$ cat config.mk
export PLATFORM = sky130hd
export DESIGN_NAME = tensor_core_result_unloader
export DESIGN_NICKNAME = d
export VERILOG_FILES = /design/src/rtl/tensor_core_result_unloader.sv
export SDC_FILE = /design/constraint.sdc
export NUM_CORES = 1
export LEC_CHECK = 0
export ABC_AREA = 1
export BUFFER_PORTS_ARGS = -buffer_cell sky130_fd_sc_hd__buf_2
export CAP_MARGIN = 10
export CELL_PAD_IN_SITES_DETAIL_PLACEMENT = 1
export CELL_PAD_IN_SITES_GLOBAL_PLACEMENT = 1
export CORE_ASPECT_RATIO = 1.4
export CORE_UTILIZATION = 27
export DETAILED_ROUTE_END_ITERATION = 10
export PLACE_DENSITY = 0.71
export SLEW_MARGIN = 30
export SYNTH_ARGS = -nofsm -noshare
export SYNTH_HDL_FRONTEND = slang
export SYNTH_SLANG_ARGS = --single-unit
$ cat constraint.sdc
create_clock -name clock_in -period 13 [get_ports clock_in]
set_input_delay 3.9 -clock clock_in [delete_from_list [all_inputs] [get_ports clock_in]]
set_output_delay 3.9 -clock clock_in [all_outputs]
set_load 0.02 [all_outputs]
$ cat src/rtl/tensor_core_result_unloader.sv
// Snapshots a tensor-core register file and streams a window of its elements out over valid/ready.
// Define TENSOR_UNLOADER_CHECKSUM_EN to append a modulo-2^DATA_WIDTH sum beat after the data beats.
module tensor_core_result_unloader #(
  parameter int NUMBER_OF_REGISTERS = 32,
  parameter int DATA_WIDTH          = 8,
  localparam int NUM_MATRICES       = (NUMBER_OF_REGISTERS - 1) / 16 + 1,
  localparam int AW                 = $clog2(NUMBER_OF_REGISTERS)
) (
  input  logic                         clock_in,
  input  logic                         reset_in,
  input  logic                         start_in,
  input  logic [AW-1:0]                first_address_in,
  input  logic [AW:0]                  length_in,
  input  logic signed [DATA_WIDTH-1:0] bulk_read_data_in [NUM_MATRICES][4][4],
  output logic signed [DATA_WIDTH-1:0] stream_data_out,
  output logic                         stream_valid_out,
  input  logic                         stream_ready_in,
  output logic                         stream_last_out,
  output logic                         busy_out,
  output logic                         done_out,
  output logic [1:0]                   fsm_state
);

  localparam int SW = $clog2(NUM_MATRICES * 16);
  localparam logic [AW:0]   FULL_LEN  = (AW+1)'(NUMBER_OF_REGISTERS);
  localparam logic [AW-1:0] LAST_ADDR = AW'(NUMBER_OF_REGISTERS - 1);

  typedef enum logic [1:0] {
    IDLE   = 2'd0,
    STREAM = 2'd1,
    DONE   = 2'd2
  } state_t;

  state_t state, state_next;

  logic signed [DATA_WIDTH-1:0] snapshot  [NUM_MATRICES][4][4];
  logic signed [DATA_WIDTH-1:0] snap_flat [NUM_MATRICES*16];
  logic [AW-1:0]                addr;
  logic [AW:0]                  remaining;
  logic [AW:0]                  eff_len;
  logic                         xfer;
  logic                         final_data_beat;
  logic                         final_beat;
  logic signed [DATA_WIDTH-1:0] cur_elem;
  logic signed [DATA_WIDTH-1:0] beat_data;

  // Flat index a lives at [a/16][(a%16)/4][a%4], i.e. plain row-major order.
  for (genvar m = 0; m < NUM_MATRICES; m++) begin : g_mat
    for (genvar r = 0; r < 4; r++) begin : g_row
      for (genvar c = 0; c < 4; c++) begin : g_col
        assign snap_flat[m*16 + r*4 + c] = snapshot[m][r][c];
      end
    end
  end

  assign eff_len = (length_in == '0 || length_in > FULL_LEN) ? FULL_LEN : length_in;
  assign cur_elem = snap_flat[SW'(addr)];
  assign final_data_beat = (remaining == (AW+1)'(1));

  // Handshake: a beat moves on a rising edge with valid and ready both high; once valid
  // rises, data and last stay frozen and valid stays high until that transfer happens.
  assign xfer = stream_valid_out && stream_ready_in;

`ifdef TENSOR_UNLOADER_CHECKSUM_EN
  logic                         csum_phase;
  logic signed [DATA_WIDTH-1:0] csum;

  always_ff @(posedge clock_in or posedge reset_in) begin
    if (reset_in) begin
      csum_phase <= 1'b0;
      csum       <= '0;
    end else if (state == IDLE && start_in) begin
      csum_phase <= 1'b0;
      csum       <= '0;
    end else if (xfer && !csum_phase) begin
      csum <= csum + cur_elem;
      if (final_data_beat) csum_phase <= 1'b1;
    end
  end

  assign final_beat = csum_phase;
  assign beat_data  = csum_phase ? csum : cur_elem;
`else
  assign final_beat = final_data_beat;
  assign beat_data  = cur_elem;
`endif

  always_ff @(posedge clock_in or posedge reset_in) begin
    if (reset_in) state <= IDLE;
    else          state <= state_next;
  end

  always_comb begin
    state_next = state;
    case (state)
      IDLE:    if (start_in) state_next = STREAM;
      STREAM:  if (xfer && final_beat) state_next = DONE;
      DONE:    state_next = IDLE;
      default: state_next = IDLE;
    endcase
  end

  always_ff @(posedge clock_in or posedge reset_in) begin
    if (reset_in) begin
      snapshot  <= '{default: '0};
      addr      <= '0;
      remaining <= '0;
    end else if (state == IDLE && start_in) begin
      snapshot  <= bulk_read_data_in;
      addr      <= first_address_in;
      remaining <= eff_len;
    end else if (xfer && remaining != '0) begin
      addr      <= (addr == LAST_ADDR) ? '0 : addr + AW'(1);
      remaining <= remaining - (AW+1)'(1);
    end
  end

  assign stream_valid_out = (state == STREAM);
  assign stream_data_out  = stream_valid_out ? beat_data : '0;
  assign stream_last_out  = stream_valid_out && final_beat;
  assign busy_out         = (state != IDLE);
  assign done_out         = (state == DONE);
  assign fsm_state        = state;

endmodule

Word-level counts from Yosys, hierarchy flattened
Cells that the tools add are included.
- multiplexer cells: 13
- magnitude comparators: 2
- $add $sub $neg: 2
- reduce and logical (&&, ||, !) cells: 12
- equal/unequal tests: 6
- bitwise operators: 1
- operators by type and width (kind ; number):
    $bmux 8 s5 ; 1
    $mux 8 ; 3
    $mux 6 ; 3
    $mux 5 ; 3
    $eq 6x1->1 const B ; 1
    $ge 6x6->1 const B ; 1
    $gt 6x6->1 const B ; 1
    $logic_not 6->1 ; 1
    $not 5->6 ; 1
    $reduce_bool 6->1 ; 1
    $sub 6x1->6 const B ; 1
    $add 5x1->5 const B ; 1
    $eq 5x5->1 const B ; 1
    $logic_and 1x1->1 ; 5
    $mux 2 ; 2
    $pmux 2 s2 ; 1
    $reduce_bool 2->1 ; 2
    $eq 2x1->1 const B ; 1
    $eq 2x2->1 const B ; 1
    $logic_not 2->1 ; 1
    $ne 2x1->1 const B ; 1
    $ne 2x2->1 const B ; 1
    $reduce_and 2->1 ; 1
    $logic_or 1x1->1 ; 1
- input bits: 271
- logic and storage cells: 71
- flip-flop bits (word level): 269

Longest topological paths before layout
Gate-level depths: netlist (run 1).
- depth after elaboration: 5
- mapped depth: 12
- mapped depth without buffers: 9

Worst setup path after synthesis (run 1)
No wires, ideal clock.
- path type: register to output
- start point: register addr[0]
- end point: output stream_data_out[5]
- stages on the path, launching flop included: 13
- path slack: 7.619 ns
- buffers on the path: 3
- data required time: 9.100 ns
- arrival: 1.481 ns
- cells stage by stage: dfrtp_1 buf_6 inv_6 buf_6 buf_6 nand2_1 nand3_1 nand3_1 nand2_1 nand2_1 nand3_1 nand2_1 nor2_1
- word-level cells in the longest chain between the ends: 5
- ends and longest elaborated chain (what ; RTL line ; RTL):
    from (decl) ; 38 ; logic [AW-1:0] addr;
    from (signal assigned) ; 110 ; addr <= first_address_in;
    from (signal assigned) ; 113 ; addr <= (addr == LAST_ADDR) ? '0 : addr + AW'(1);
    $not 5->6 (implied by the code) ; 57 ; assign cur_elem = snap_flat[SW'(addr)];
    $bmux 8 s5 ; 57 ;
    $mux 8 (implied by the code) (2 in series) ; 57 ;
    $mux 8 ; 119 ; assign stream_data_out = stream_valid_out ? beat_data : '0;
    to (decl) ; 15 ; output logic signed [DATA_WIDTH-1:0] stream_data_out,
No other way between the ends. The select of a mux whose other input is x is not followed.

Worst setup path in the final report (run 1)
- start point: register addr[0]
- end point: output stream_data_out[3]
The elaborated chain is that of the path after synthesis.

==> results.sh, run 1 <==
export IMPL_run_status="finished clean"
export IMPL_cts_post_setup_buffers_inserted=0
export IMPL_first_pass_iters=4
export IMPL_floorplan_rows=94
export IMPL_design_final_nets=2260
export IMPL_fraction_of_layout_cells_with_a_size_suffix_above_1_pct=17.4
export IMPL_initial_core_util_pct=27.5
export IMPL_synth_distinct_cells=29
export IMPL_totalPowerFinal_mw=4.08
export IMPL_fp_coreArea_um2=47200
export IMPL_cts_max_path_buffers=3
export IMPL_grt_max_degree=194
export IMPL_first_iter_violations=712
export IMPL_p_per_area_nw_per_um2=259
export IMPL_worst_setup_hold_path_clk_slew_ps=60
export IMPL_cts_sink_count=269
export IMPL_h_tree_depth=1
export IMPL_critPathMaxFanout=81
export IMPL_detailed_placement_hpwl_mm=33.4
export IMPL_track_usage_pct=19.3
export IMPL_cts_buffers_inserted=29
export IMPL_layout_cells_most_common_list="sky130_fd_sc_hd__nand2_1 (1051), sky130_fd_sc_hd__buf_2 (284), sky130_fd_sc_hd__dfrtp_1 (266), sky130_fd_sc_hd__nand3_1 (194), sky130_fd_sc_hd__inv_1 (30)"
export IMPL_die_h_um=261
export IMPL_finish_instance_area_um2=15700
export IMPL_critical_path_top_cell_by_count="sky130_fd_sc_hd__nand2_1"
export IMPL_layout_core_utilization_pct=33.4
export IMPL_synth_seq_area_share_pct=51.9
export IMPL_cts_tree="built"
export IMPL_total_leakage_power_nw=8.49
export IMPL_cpPeakStageDelay_ps=920
export IMPL_cpLargestDelayFamily="buffers and inverters"
export IMPL_die_x_um=187
export IMPL_final_antenna_net_count=0
export IMPL_synth_net_count=2047
export IMPL_fin_crit_sh_pct=57.3
export IMPL_clk_insertion_delay_late_ps=570
export IMPL_clock_skew_ps=5.87
export IMPL_crit_buf_inv=2
export IMPL_synthToLayoutAreaGrowth_pct=21.5
export IMPL_grt_pass1_vias=13236
export IMPL_post_drt_via_cell_ratio=4.62
export IMPL_finalWeightedCongestion=0.813
export IMPL_slew_headroom_pct=37.0
export IMPL_max_slew_worst_pin_slew_ps=945
export IMPL_critical_path_arrival_ps=3550
export IMPL_timing_critical_path_cells="buf_4 > nand2_1 > nand3_1 > nand3_1 > nand2_1 > nand2_1 > nand2_1 > nor2_1 > nor2_1 > buf_2"
export IMPL_placement_setup_worst_slack_ps=6140
export IMPL_report_final_slew_viol_count=0
export IMPL_syn_avg_cell_area_um2=7.31
export IMPL_worstSetupEndpointType="output pin"
export IMPL_synth_cell_area_um2=13000
export IMPL_netSwitchingPower_mw=1.76
export IMPL_rsz0062_at_grt="no"
export IMPL_remaining_drc_errors=0
export IMPL_synth_seq_cells=269
export IMPL_drt_wl_total_mm=47.3
export IMPL_grt_first_pass_wirelength_mm=73.7
export IMPL_switching_share_pct=43.1
export IMPL_clock_fmax_mhz=134
export IMPL_io_pins=285
export IMPL_worst_setup_path_type="reg2out"
export IMPL_timing_hold_violations_final=0
export IMPL_hold_worst_slack_ps=480
export IMPL_crit_path_start_kind="flop"
export IMPL_post_cts_hold_buffer_count=0
export IMPL_cts_resized_gates=0
export IMPL_port_buffer_count=284
export IMPL_layout_cells_most_common="sky130_fd_sc_hd__nand2_1"
export IMPL_min_delay_path_class="reg2reg"
export IMPL_placedCellCount=2578
export IMPL_dpl_cell_area_um2=14700
export IMPL_yosys_top_cells_area="sky130_fd_sc_hd__dfrtp_1 (52%), sky130_fd_sc_hd__nand2_1 (30%), sky130_fd_sc_hd__nand3_1 (7.5%), sky130_fd_sc_hd__buf_2 (2.0%), sky130_fd_sc_hd__a21oi_1 (1.0%)"
export IMPL_sequential_fraction_of_design_power_pct=38.7
export IMPL_setup_violations_final=0
export IMPL_grt_antenna_before_repair=1
export IMPL_cp_startpoint="addr[0]$_DFFE_PP0P_"
export IMPL_finalSetupTns_ps=0
export IMPL_worstHoldStart="snap_flat[179]$_DFFE_PP0P_"
export IMPL_grt_ovfl_total=0
export IMPL_routed_len_inst_um=18.0
export IMPL_timing_critical_path_required_ps=9100
export IMPL_period_minus_slack_ps=7450
export IMPL_setup_ws_ps=5550
export IMPL_yosys_warnings=0
export IMPL_timing_rr_start="addr[0]$_DFFE_PP0P_"
export IMPL_critical_path_slowest_cell="sky130_fd_sc_hd__dfrtp_4"
export IMPL_p_clk_share_pct=22.7
export IMPL_synthCells=1772
export IMPL_maximum_vdd_drop_uv=145
export IMPL_power_share_of_the_combinational_group_pct=38.7
export IMPL_cap_viol_max_count=0
export IMPL_total_die_area_um2=48900
export IMPL_num_antenna_cells=0
export IMPL_synthDominantCellAreaShare_pct=51.9
export IMPL_final_cell_count_no_fill=2632
export IMPL_synthDominantAreaCellType="sky130_fd_sc_hd__dfrtp_1"
export IMPL_clockRootBuffer="sky130_fd_sc_hd__clkbuf_16"
export IMPL_via_count=12155
export IMPL_internal_power_mw=2.32
## power groups by stage
| stage | clock network [mW] | logic [mW] | registers [mW] |
|---|---|---|---|
| floorplan | 0 | 1.23 | 1.39 |
| finish | 0.925 | 1.58 | 1.58 |
| global placement | 0 | 1.57 | 1.58 |
| CTS | 0.948 | 1.63 | 1.58 |
| detailed placement | 0 | 1.61 | 1.59 |
| global route | 0.977 | 1.81 | 1.62 |
## final timing paths
check                                        endpoint  slack, ps  cells past startpoint
max                                stream_data_out[3]       5550                     10
min                        snap_flat[179]$_DFFE_PP0P_        480                      2
max reg2reg                       addr[0]$_DFFE_PP0P_      10050                      8
min reg2reg                snap_flat[179]$_DFFE_PP0P_        480                      2
max in group asynchronous         addr[0]$_DFFE_PP0P_       8350                      3
min in group asynchronous   snap_flat[67]$_DFFE_PP0P_       3450                      2
## routing by layer
layer | part of all wire (%) | global-route usage (%) | vias up
met5 | 0 | 0 | -
met4 | 4.2 | 8.61 | 0
met3 | 3.1 | 1.96 | 87
met2 | 51 | 35.2 | 265
met1 | 42 | 22.9 | 5884
li1 | - | - | 5919
## cell type report
type	count	area, um2
Tap cell	624	781
Clock buffer	44	852
Multi-Input combinational cell	1357	5520
Fill cell	5882	31400
Timing Repair Buffer	292	1490
Inverter	36	166
Clock inverter	10	204
Sequential cell	269	6740
## worst reg2reg max path, stage by stage, from the launching register on
cell	delay (ps)
sky130_fd_sc_hd__dfrtp_4	920
sky130_fd_sc_hd__buf_4	810
sky130_fd_sc_hd__ha_1	330
sky130_fd_sc_hd__nand2_1	90
sky130_fd_sc_hd__nor2_1	150
sky130_fd_sc_hd__ha_1	170
sky130_fd_sc_hd__nor2_1	70
sky130_fd_sc_hd__nand3_1	130
sky130_fd_sc_hd__o211ai_1	110
## Yosys cell counts, drive strengths merged
cell    number
a31oi        2
xor2         2
nand4        1
buf         77
or2          2
inv         35
o21ai       37
nor3         2
nand2     1051
o22ai        2
clkbuf      33
dfrtp      269
nand3      195
clkinv       1
a21oi       27
o211ai       3
ha           4
xnor2        1
nor2        28
## flip-flops by register name, summed over array words and instances, names as in the netlist
signal,count
remaining,6
snap_flat,256
addr,5
fsm_state,2
## cell families after synthesis
group | Yosys count | synth area share [%]
simple gates | 1279 | 39.0
flops | 269 | 51.9
buf+inv | 146 | 5.56
compound gates | 71 | 2.87
fa+ha+maj | 4 | 0.386
xor+xnor | 3 | 0.203
Note: power is estimated with default switching activity, not from simulation.
==> inputs of run 2 (changes only) <==
clock period = 7 ns   (was 13 ns; I/O delays follow)
==> run 2 against run 1 <==
Final area rose by 0.21%. Global-route usage barely moved. Register-to-register slack got worse by 5700 ps. Clock skew rose by 6.6 ps. Critical path type unchanged. Sequential share of layout area fell by 0.092 points. Clock power rose by 73%. First-iteration DRC count fell by 19%. Setup slack got worse by 3700 ps. Cell count rose by 0.11%. Critical path depth did not move. Via count rose by 0.21%. Largest power group is now combinational logic. Routed wire length fell by 0.16%.
==> results.sh, run 2 (synthesis results as in run 1) <==
export IMPL_fraction_of_layout_cells_with_a_size_suffix_above_1_pct=17.4
export IMPL_worstHoldStart="snap_flat[177]$_DFFE_PP0P_"
export IMPL_cpLargestDelayFamily="simple AND/OR/NAND/NOR gates"
export IMPL_worst_setup_path_type="reg2out"
export IMPL_floorplan_rows=94
export IMPL_worstSetupEndpointType="output pin"
export IMPL_grt_ovfl_total=0
export IMPL_grt_first_pass_wirelength_mm=74.1
export IMPL_initial_core_util_pct=27.5
export IMPL_io_pins=285
export IMPL_cts_tree="built"
export IMPL_timing_critical_path_cells="inv_6 > nand2_1 > nand3_1 > nand3_1 > nand2_1 > nand2_1 > nand3_1 > nand2_1 > nor2_1 > buf_2"
export IMPL_n_fill_cell=5896
export IMPL_critical_path_slowest_cell="sky130_fd_sc_hd__inv_6"
export IMPL_cts_resized_gates=0
export IMPL_first_pass_iters=4
export IMPL_cts_max_path_buffers=3
export IMPL_clock_fmax_mhz=194
export IMPL_period_minus_slack_ps=5160
export IMPL_critical_path_top_cell_by_count="sky130_fd_sc_hd__nand2_1"
export IMPL_total_die_area_um2=48900
export IMPL_detailed_placement_hpwl_mm=33.1
export IMPL_cap_viol_max_count=0
export IMPL_clk_insertion_delay_late_ps=570
export IMPL_die_h_um=261
export IMPL_r2r_setup_slack_ps=4340
export IMPL_layout_cells_most_common_list="sky130_fd_sc_hd__nand2_1 (1051), sky130_fd_sc_hd__buf_2 (284), sky130_fd_sc_hd__dfrtp_1 (266), sky130_fd_sc_hd__nand3_1 (194), sky130_fd_sc_hd__clkbuf_16 (31)"
export IMPL_num_antenna_cells=0
export IMPL_reg2reg_to="snap_flat[191]$_DFFE_PP0P_"
export IMPL_reg2regPathDepth=7
export IMPL_synthToLayoutAreaGrowth_pct=21.8
export IMPL_grt_pass1_vias=13210
export IMPL_finalSetupTns_ps=0
export IMPL_hold_path_end="snap_flat[177]$_DFFE_PP0P_"
export IMPL_slew_headroom_pct=37.3
export IMPL_routed_len_inst_um=17.9
export IMPL_clockRootBuffer="sky130_fd_sc_hd__clkbuf_16"
export IMPL_min_delay_path_class="reg2reg"
export IMPL_maximum_vdd_drop_uv=223
export IMPL_instance_count_along_the_most_critical_hold_path=2
export IMPL_timing_critical_path_required_ps=4900
export IMPL_layout_cells_most_common="sky130_fd_sc_hd__nand2_1"
export IMPL_grt_antenna_before_repair=0
export IMPL_first_iter_violations=575
export IMPL_timing_hold_violations_final=0
export IMPL_run_status="finished clean"
export IMPL_crit_buf_inv=2
export IMPL_design_final_nets=2266
export IMPL_critPathMaxFanout=116
export IMPL_clock_skew_ps=12.5
export IMPL_h_tree_depth=1
export IMPL_hold_worst_slack_ps=478
export IMPL_track_usage_pct=19.3
export IMPL_placement_setup_worst_slack_ps=2330
export IMPL_grt_max_degree=212
export IMPL_remaining_drc_errors=0
export IMPL_fin_crit_sh_pct=73.7
export IMPL_cts_buffers_inserted=30
export IMPL_post_drt_via_cell_ratio=4.62
export IMPL_final_antenna_net_count=0
export IMPL_setup_violations_final=0
export IMPL_critical_path_arrival_ps=3060
export IMPL_timing_rr_start="fsm_state[1]$_DFFE_PP0P_"
export IMPL_crit_path_start_kind="flop"
export IMPL_multiInputGateArea_um2=5520
export IMPL_cts_sink_count=269
export IMPL_cpPeakStageDelay_ps=620
export IMPL_report_final_slew_viol_count=0
export IMPL_largest_reg_flops=256
export IMPL_total_leakage_power_nw=8.50
export IMPL_drt_wl_total_mm=47.2
export IMPL_max_slew_worst_pin_slew_ps=940
export IMPL_cp_startpoint="addr[0]$_DFFE_PP0P_"
export IMPL_via_count=12181
export IMPL_cts_post_setup_buffers_inserted=0
export IMPL_setup_ws_ps=1840
export IMPL_fp_coreArea_um2=47200
export IMPL_p_per_area_nw_per_um2=477
export IMPL_finalWeightedCongestion=0.783
export IMPL_die_x_um=187
export IMPL_final_seq_area_um2=6740
export IMPL_post_cts_hold_buffer_count=0
export IMPL_port_buffer_count=284
export IMPL_rsz0062_at_grt="no"
export IMPL_worst_setup_hold_path_clk_slew_ps=60
export IMPL_layout_core_utilization_pct=33.5
run 2: through the flow:
step	cells	area, um2	power (mW)
final	2635	15800	7.53
after global routing	2635	15800	8.17
after CTS	2633	15700	7.65
after detailed placement	2581	14700	5.99
after global placement	2581	14700	5.89
after floorplan	1772	13000	4.88
run 2: routing by layer:
| layer | vias up | track usage, % | share of wire [%] |
|---|---|---|---|
| met2 | 238 | 36.4 | 53 |
| met1 | 5938 | 22.6 | 41 |
| met3 | 67 | 2.00 | 3.2 |
| li1 | 5938 | - | - |
| met4 | 0 | 6.63 | 3.1 |
| met5 | - | 0 | 0 |
run 2: power by group:
part	switching, mW	internal (mW)	total, mW
registers	0.504	2.29	2.79
clock network	0.653	0.952	1.60
logic	2.13	0.996	3.13
total	3.29	4.24	7.53
run 2: how the worst max path moves through the flow:
| stage | to | slack (ps) | cells past startpoint |
|---|---|---|---|
| after floorplan | addr[0]$_DFFE_PP0P_ | 1350 | 1 |
| after global placement | stream_data_out[0] | 2340 | 10 |
| after detailed placement | stream_data_out[0] | 2330 | 10 |
| after CTS | stream_data_out[0] | 1720 | 10 |
| after global routing | stream_data_out[0] | 1580 | 10 |
| final | stream_data_out[0] | 1840 | 10 |
run 2: layout make-up:
cell class,instances,share of cell area (%)
clock buffers,47,5.74
clock inverters,5,0.499
inverters,36,0.959
multi-input cells,1357,34.9
flip-flops and latches,269,42.7
well taps,624,4.95
repair buffers,297,10.2
run 2: worst reg2reg max path, cell delays in order, from the launching register on:
cell and delay [ps]:
sky130_fd_sc_hd__dfrtp_1 380, sky130_fd_sc_hd__inv_1 140, sky130_fd_sc_hd__nand3_4 460, sky130_fd_sc_hd__inv_8 460
sky130_fd_sc_hd__buf_16 340, sky130_fd_sc_hd__buf_12 540, sky130_fd_sc_hd__nand2_1 190, sky130_fd_sc_hd__nand2_1 80
